===== src/rtl/gpio_to_bram_intr_pkg.sv =====
// gpio_to_bram_intr_pkg: register offsets, AXI response codes and address decode shared by the interrupt slave
// Contents: OFF_* byte offsets, RESP_* codes, addr_sel_e decode enum, decode() helper.
package gpio_to_bram_intr_pkg;
   localparam logic [4:0] OFF_GIE = 5'h00;
   localparam logic [4:0] OFF_IER = 5'h04;
   localparam logic [4:0] OFF_ISR = 5'h08;
   localparam logic [4:0] OFF_IAR = 5'h0C;
   localparam logic [4:0] OFF_IPR = 5'h10;
   localparam logic [1:0] RESP_OKAY = 2'b00;
   localparam logic [1:0] RESP_SLVERR = 2'b10;
   typedef enum logic [2:0] {A_GIE, A_IER, A_ISR, A_IAR, A_IPR, A_BAD} addr_sel_e;
   function automatic addr_sel_e decode(input logic [2:0] w);
      return w == OFF_GIE[4:2] ? A_GIE :
             w == OFF_IER[4:2] ? A_IER :
             w == OFF_ISR[4:2] ? A_ISR :
             w == OFF_IAR[4:2] ? A_IAR :
             w == OFF_IPR[4:2] ? A_IPR : A_BAD;
   endfunction
endpackage


===== src/rtl/intr_event_detect.sv =====
// intr_event_detect: turns one raw interrupt source into an event (edge or level, selectable polarity)
// Ports: clk clock; rst_n sync active-low reset; src raw source; ev event (one cycle per edge, or every active cycle).
module intr_event_detect #(
   parameter bit SENS = 1'b1,
   parameter bit ACTIVE = 1'b1
) (
   input  logic clk,
   input  logic rst_n,
   input  logic src,
   output logic ev
);
   if (SENS) begin : g_edge
      logic src_q, prev_q;
      always_ff @(posedge clk) begin
         if (!rst_n) begin
            src_q <= 1'b0;
            prev_q <= 1'b0;
         end else begin
            src_q <= src;
            prev_q <= src_q;
         end
      end
      assign ev = (src_q == ACTIVE) && (prev_q != ACTIVE);
   end else begin : g_level
      assign ev = src == ACTIVE;
   end
endmodule


===== src/rtl/gpio_to_bram_intr_slave.sv =====
// gpio_to_bram_intr_slave: AXI4-Lite interrupt controller (GIE/IER/ISR/IAR/IPR) driving a single irq
// Ports: S_AXI_INTR_ACLK clock; S_AXI_INTR_ARESETN sync active-low reset; S_AXI_INTR_AW*/W*/B*/AR*/R*
//        AXI4-Lite slave channels; intr_src raw interrupt sources; irq interrupt output to the PS.
module gpio_to_bram_intr_slave
   import gpio_to_bram_intr_pkg::*;
#(
   parameter int C_S_AXI_DATA_WIDTH = 32,
   parameter int C_S_AXI_ADDR_WIDTH = 5,
   parameter int C_NUM_OF_INTR = 1,
   parameter logic [31:0] C_INTR_SENSITIVITY = 32'hFFFFFFFF,
   parameter logic [31:0] C_INTR_ACTIVE_STATE = 32'hFFFFFFFF,
   parameter bit C_IRQ_SENSITIVITY = 1'b1,
   parameter bit C_IRQ_ACTIVE_STATE = 1'b1
) (
   input  logic                              S_AXI_INTR_ACLK,
   input  logic                              S_AXI_INTR_ARESETN,
   input  logic [C_S_AXI_ADDR_WIDTH-1:0]     S_AXI_INTR_AWADDR,
   input  logic [2:0]                        S_AXI_INTR_AWPROT,
   input  logic                              S_AXI_INTR_AWVALID,
   output logic                              S_AXI_INTR_AWREADY,
   input  logic [C_S_AXI_DATA_WIDTH-1:0]     S_AXI_INTR_WDATA,
   input  logic [C_S_AXI_DATA_WIDTH/8-1:0]   S_AXI_INTR_WSTRB,
   input  logic                              S_AXI_INTR_WVALID,
   output logic                              S_AXI_INTR_WREADY,
   output logic [1:0]                        S_AXI_INTR_BRESP,
   output logic                              S_AXI_INTR_BVALID,
   input  logic                              S_AXI_INTR_BREADY,
   input  logic [C_S_AXI_ADDR_WIDTH-1:0]     S_AXI_INTR_ARADDR,
   input  logic [2:0]                        S_AXI_INTR_ARPROT,
   input  logic                              S_AXI_INTR_ARVALID,
   output logic                              S_AXI_INTR_ARREADY,
   output logic [C_S_AXI_DATA_WIDTH-1:0]     S_AXI_INTR_RDATA,
   output logic [1:0]                        S_AXI_INTR_RRESP,
   output logic                              S_AXI_INTR_RVALID,
   input  logic                              S_AXI_INTR_RREADY,
   input  logic [C_NUM_OF_INTR-1:0]          intr_src,
   output logic                              irq
);
   localparam logic [31:0] VMASK = (C_NUM_OF_INTR >= 32) ? 32'hFFFFFFFF : ((32'h1 << C_NUM_OF_INTR) - 32'h1);
   logic aw_full, w_full, bvalid, rvalid, gie, irq_q, term_q, commit, term, ar_hs, unused_ok;
   logic [2:0] aw_word;
   logic [3:0] w_strb;
   logic [1:0] bresp, rresp;
   logic [31:0] w_data, ier, isr, ev32, wmask, clr, rd_val, rdata;
   logic [C_NUM_OF_INTR-1:0] ev;
   addr_sel_e wsel, rsel;
   for (genvar i = 0; i < C_NUM_OF_INTR; i++) begin : g_src
      intr_event_detect #(
         .SENS(C_INTR_SENSITIVITY[i]),
         .ACTIVE(C_INTR_ACTIVE_STATE[i])
      ) u_det (
         .clk(S_AXI_INTR_ACLK),
         .rst_n(S_AXI_INTR_ARESETN),
         .src(intr_src[i]),
         .ev(ev[i])
      );
   end
   // Ready lines are forced low while reset is held, not just after the first edge.
   assign S_AXI_INTR_AWREADY = S_AXI_INTR_ARESETN & ~aw_full & ~bvalid;
   assign S_AXI_INTR_WREADY = S_AXI_INTR_ARESETN & ~w_full & ~bvalid;
   assign S_AXI_INTR_ARREADY = S_AXI_INTR_ARESETN & ~rvalid;
   assign S_AXI_INTR_BVALID = bvalid;
   assign S_AXI_INTR_BRESP = bresp;
   assign S_AXI_INTR_RVALID = rvalid;
   assign S_AXI_INTR_RRESP = rresp;
   assign S_AXI_INTR_RDATA = rdata;
   assign irq = irq_q;
   assign commit = aw_full & w_full & ~bvalid;
   assign wsel = decode(aw_word);
   assign rsel = decode(S_AXI_INTR_ARADDR[4:2]);
   assign ar_hs = S_AXI_INTR_ARVALID & S_AXI_INTR_ARREADY;
   assign ev32 = 32'(ev);
   assign term = gie & |(isr & ier);
   assign unused_ok = ^{S_AXI_INTR_AWADDR, S_AXI_INTR_ARADDR, S_AXI_INTR_AWPROT, S_AXI_INTR_ARPROT};
   always_comb begin
      wmask = {{8{w_strb[3]}}, {8{w_strb[2]}}, {8{w_strb[1]}}, {8{w_strb[0]}}};
      clr = (commit && wsel == A_IAR) ? (w_data & wmask) : 32'h0;
      rd_val = rsel == A_GIE ? {31'h0, gie} :
               rsel == A_IER ? ier :
               rsel == A_ISR ? isr :
               rsel == A_IPR ? (isr & ier) : 32'h0;
   end
   always_ff @(posedge S_AXI_INTR_ACLK) begin
      if (!S_AXI_INTR_ARESETN) begin
         aw_full <= 1'b0;
         w_full <= 1'b0;
         aw_word <= 3'h0;
         w_data <= 32'h0;
         w_strb <= 4'h0;
         bvalid <= 1'b0;
         bresp <= RESP_OKAY;
         rvalid <= 1'b0;
         rresp <= RESP_OKAY;
         rdata <= 32'h0;
         gie <= 1'b0;
         ier <= 32'h0;
         isr <= 32'h0;
         term_q <= 1'b0;
         irq_q <= ~C_IRQ_ACTIVE_STATE;
      end else begin
         if (S_AXI_INTR_AWVALID && S_AXI_INTR_AWREADY) begin
            aw_full <= 1'b1;
            aw_word <= S_AXI_INTR_AWADDR[4:2];
         end
         if (S_AXI_INTR_WVALID && S_AXI_INTR_WREADY) begin
            w_full <= 1'b1;
            w_data <= S_AXI_INTR_WDATA;
            w_strb <= S_AXI_INTR_WSTRB;
         end
         if (commit) begin
            bvalid <= 1'b1;
            bresp <= wsel == A_BAD ? RESP_SLVERR : RESP_OKAY;
            if (wsel == A_GIE && w_strb[0]) gie <= w_data[0];
            if (wsel == A_IER) ier <= ((ier & ~wmask) | (w_data & wmask)) & VMASK;
         end else if (bvalid && S_AXI_INTR_BREADY) begin
            bvalid <= 1'b0;
            aw_full <= 1'b0;
            w_full <= 1'b0;
         end
         // Set is ORed in after the clear so a same-cycle event survives an acknowledge.
         isr <= ((isr & ~clr) | ev32) & VMASK;
         if (ar_hs) begin
            rvalid <= 1'b1;
            rdata <= rd_val;
            rresp <= rsel == A_BAD ? RESP_SLVERR : RESP_OKAY;
         end else if (rvalid && S_AXI_INTR_RREADY) begin
            rvalid <= 1'b0;
         end
         term_q <= term;
         irq_q <= (C_IRQ_SENSITIVITY ? term : (term & ~term_q)) ? C_IRQ_ACTIVE_STATE : ~C_IRQ_ACTIVE_STATE;
      end
   end
endmodule


===== config.mk =====
export PLATFORM = sky130hd
export DESIGN_NAME = gpio_to_bram_intr_slave
export DESIGN_NICKNAME = d
export VERILOG_FILES = /design/src/rtl/gpio_to_bram_intr_pkg.sv /design/src/rtl/intr_event_detect.sv /design/src/rtl/gpio_to_bram_intr_slave.sv
export SDC_FILE = /design/constraint.sdc
export NUM_CORES = 1
export LEC_CHECK = 0
export ABC_CLOCK_PERIOD_IN_PS = 1600
export BUFFER_PORTS_ARGS = -buffer_cell sky130_fd_sc_hd__buf_2
export CAP_MARGIN = 10
export CORE_MARGIN = 4
export CORE_UTILIZATION = 40
export CTS_BUF_LIST = sky130_fd_sc_hd__clkbuf_8
export DETAILED_ROUTE_END_ITERATION = 10
export PLACE_DENSITY = 0.88
export SLEW_MARGIN = 20
export SYNTH_ARGS = -nofsm -noshare
export SYNTH_HDL_FRONTEND = slang
export SYNTH_HIERARCHICAL = 1
export SYNTH_SLANG_ARGS = --single-unit

===== constraint.sdc =====
create_clock -name S_AXI_INTR_ACLK -period 1.6 [get_ports S_AXI_INTR_ACLK]
set_input_delay 0.16 -clock S_AXI_INTR_ACLK [delete_from_list [all_inputs] [get_ports S_AXI_INTR_ACLK]]
set_output_delay 0.16 -clock S_AXI_INTR_ACLK [all_outputs]
set_load 0.1 [all_outputs]

==> impl_metrics.tcl <==
set metrics [dict create \
    ys_types 29 \
    crit_path_top_delay_cell "buf_2" \
    drc 0 \
    stdcell_area_um2 1145 \
    first_global_vias 662 \
    clk_pin_slew_worst_paths_ns 0.07 \
    syn_area_um2 1032 \
    cts_tree "done" \
    max-vdd-ir-drop_uv 791.1 \
    grt_overflow 0 \
    vias 728 \
    nets 202 \
    hold_violations 0 \
    post_drt_wl_per_cell_um 10.19 \
    drive_above_1_share 0.2695 \
    regToRegSetupSlack_ns 0.36 \
    dr.first_iter.drc_count 6 \
    slew_viol_final 0 \
    die_h_um 58.80 \
    postPlaceCellArea_um2 1090 \
    preCtsSetupSlack_ns 0.3514 \
    rsz0062_at_grt "no" \
    hold_ws_ns 0.1189 \
    crit_family "buffers and inverters" \
    diodes 0 \
    worstSetupEndpointType "output port" \
    coreArea_um2 2477 \
    cp-start-kind "flop" \
    setup_violations 0 \
    cp.arrival_ns 1.35 \
    antenna_found_initial 0 \
    clock_latency_ns 0.25 \
    period_share 0.9455 \
    dieArea_um2 3457 \
    drt_first_pass_iters 2 \
    syn_inst 114 \
    outcome "finished clean" \
    place.gp.congestion 0.7546 \
    htreeDepth 1 \
    grt_usage 0.09927 \
    fmax_mhz 661.0 \
    cpPeakStageDelay_ns 0.42 \
    clock-root-buffer "clkbuf_8" \
    cap_violations 0 \
    power_density_nw_per_um2 1214 \
    critPathKind "flop to output port" \
    dp_hpwl_mm 1.456 \
    final_antenna_net_count 0 \
    die_w_um 58.80 \
    hold_buffers 0 \
    portBuffers 24 \
    cp_max_fo 8 \
    min_path_type "input port to flop" \
    synth_seq_area_share 0.3491 \
    grt_pass1_wl_mm 2.725 \
    cts_made_buffers 3 \
    cts_setup_buffers 0 \
    num_rows 18 \
    fin_skew_ns 0.003311 \
    synth_warnings 6 \
    start_util 0.4167 \
    detail_route.vias_per_cell 4.257 \
    cts_sinks 18 \
    critPathRequiredTime_ns 1.44 \
    synth-seq-cells 18 \
    synth.avg_cell_area_um2 9.055 \
    register_area_um2 361.6 \
    finalSetupTns_ns 0 \
    cts_resized 0 \
    io_pins 102 \
    setup_ws_ns 0.08725 \
    crit_buf_inv 1 \
    fillers 258 \
    syn2layout_area_growth_pct 10.91 \
    path_cells "nand2b_1, nor2_4, buf_2" \
    layout_min_cycle_time_ns 1.513 \
    multi_input_area_um2 551.8 \
    power.leakage_uw 0.0005387 \
    grt_start_max_net_pins 15 \
    postRouteWirelength_mm 1.743 \
    cts.path.max_buffers 2 \
]
placed cells by master, fill, tap and decap left out, types with 2 or more instances in the layout:
cell	count
conb_1	33
buf_2	24
dfxtp_1	17
a21oi_1	7
mux2i_1	7
nand2b_1	6
nor2_1	6
clkbuf_8	4
inv_1	3
nor2_4	3
nand2_1	3
nand4bb_1	2
o21ai_0	2
nor4_1	2
and4bb_2	2
o21bai_1	2
or2b_1	2
and2_1	2
final timing paths:
| path | startpoint | cells past startpoint | endpoint |
|---|---|---|---|
| hold / removal | intr_src | 2 | g_src[0].u_det/g_edge.src_q$_SDFF_PN0_ |
| hold reg to reg | S_AXI_INTR_RRESP[1]$_SDFFE_PN0P_ | 2 | S_AXI_INTR_RRESP[1]$_SDFFE_PN0P_ |
| setup / recovery | S_AXI_INTR_BVALID$_SDFFE_PN0P_ | 3 | S_AXI_INTR_WREADY |
| setup reg to reg | w_full$_SDFF_PN0_ | 3 | gie$_SDFFE_PN0P_ |
per-stage QoR:
| step | utilization | total power [µW] | instances |
|---|---|---|---|
| 2_1_floorplan | - | 1051 | 146 |
| 3_3_place_gp | 0.4399 | 1034 | 167 |
| 3_5_place_dp | 0.4399 | 1037 | 167 |
| 4_1_cts | 0.4621 | 1404 | 171 |
| 5_1_grt | 0.4621 | 1445 | 171 |
| 6_report | 0.4621 | 1390 | 171 |
layer usage:
layer	global-route usage	vias up	share of wire
li1	-	373	-
met1	0.1237	327	0.43
met2	0.1577	28	0.46
met3	0.05044	0	0.11
met4	0.01294	0	0
met5	0	-	0
area by class of cell:
cell class,instances,share of cell area
multi-input combinational,91,0.4820
sequential,18,0.3158
timing repair buffer,25,0.1115
clock buffer,4,0.04809
tap,30,0.03279
inverter,3,0.009836
worst register-to-register path, stage by stage (launching register included):
cell and delay [ns]:
dfxtp_1 0.47, nand3b_4 0.14, nor4_1 0.35, mux2i_1 0.22
Yosys cell counts:
cell,count,area share
clkbuf_1,1,0.0036
nand2_1,3,0.011
dfxtp_1,18,0.35
nor4_1,2,0.012
o21bai_1,2,0.015
mux2i_1,7,0.068
or3_1,1,0.0061
o31ai_1,1,0.0073
nor2_1,9,0.033
a21oi_1,7,0.034
a221oi_1,1,0.0085
nor2b_1,1,0.0061
nand3_1,1,0.0048
inv_1,3,0.011
nor2b_4,1,0.013
nand4bb_1,2,0.022
o21ai_0,2,0.0097
nor3_1,1,0.0048
and2_1,2,0.012
and4bb_2,2,0.024
and4_1,1,0.0085
nand2b_1,6,0.036
or2b_1,2,0.015
o21a_1,1,0.0073
buf_4,33,0.24
conb_1,1,0.0036
nand3b_4,1,0.019
or2_2,1,0.0061
a32o_1,1,0.0097
power breakdown:
group          switching, µW  leakage (µW)  internal [µW]
clock                    144     0.0000288            218
combinational            471      0.000362           63.3
sequential              24.1      0.000148            469
total                    640      0.000539            750
sequential cells by signal, indices dropped and copies added (netlist names), named ones only:
signal                     count
S_AXI_INTR_BRESP               1
g_src.u_det/g_edge.prev_q      1
g_src.u_det/g_edge.src_q       1
S_AXI_INTR_BVALID              1
isr                            1
w_data                         1
S_AXI_INTR_RDATA               1
aw_full                        1
S_AXI_INTR_RVALID              1
irq                            1
gie                            1
w_full                         1
w_strb                         1
S_AXI_INTR_RRESP               1
aw_word                        3
cell families (layout without fill, tap and decap cells):
group                  after synthesis  after routing  synth area share
AND/OR/NAND/NOR                     36             36            0.2339
flip-flops                          18             18            0.3491
multiplexers                         7              7           0.06788
other                                1             33          0.003633
buffers and inverters               37             32            0.2545
AO/OA/AOI/OAI                       15             15           0.09091
(Power assumes the default switching activity.)
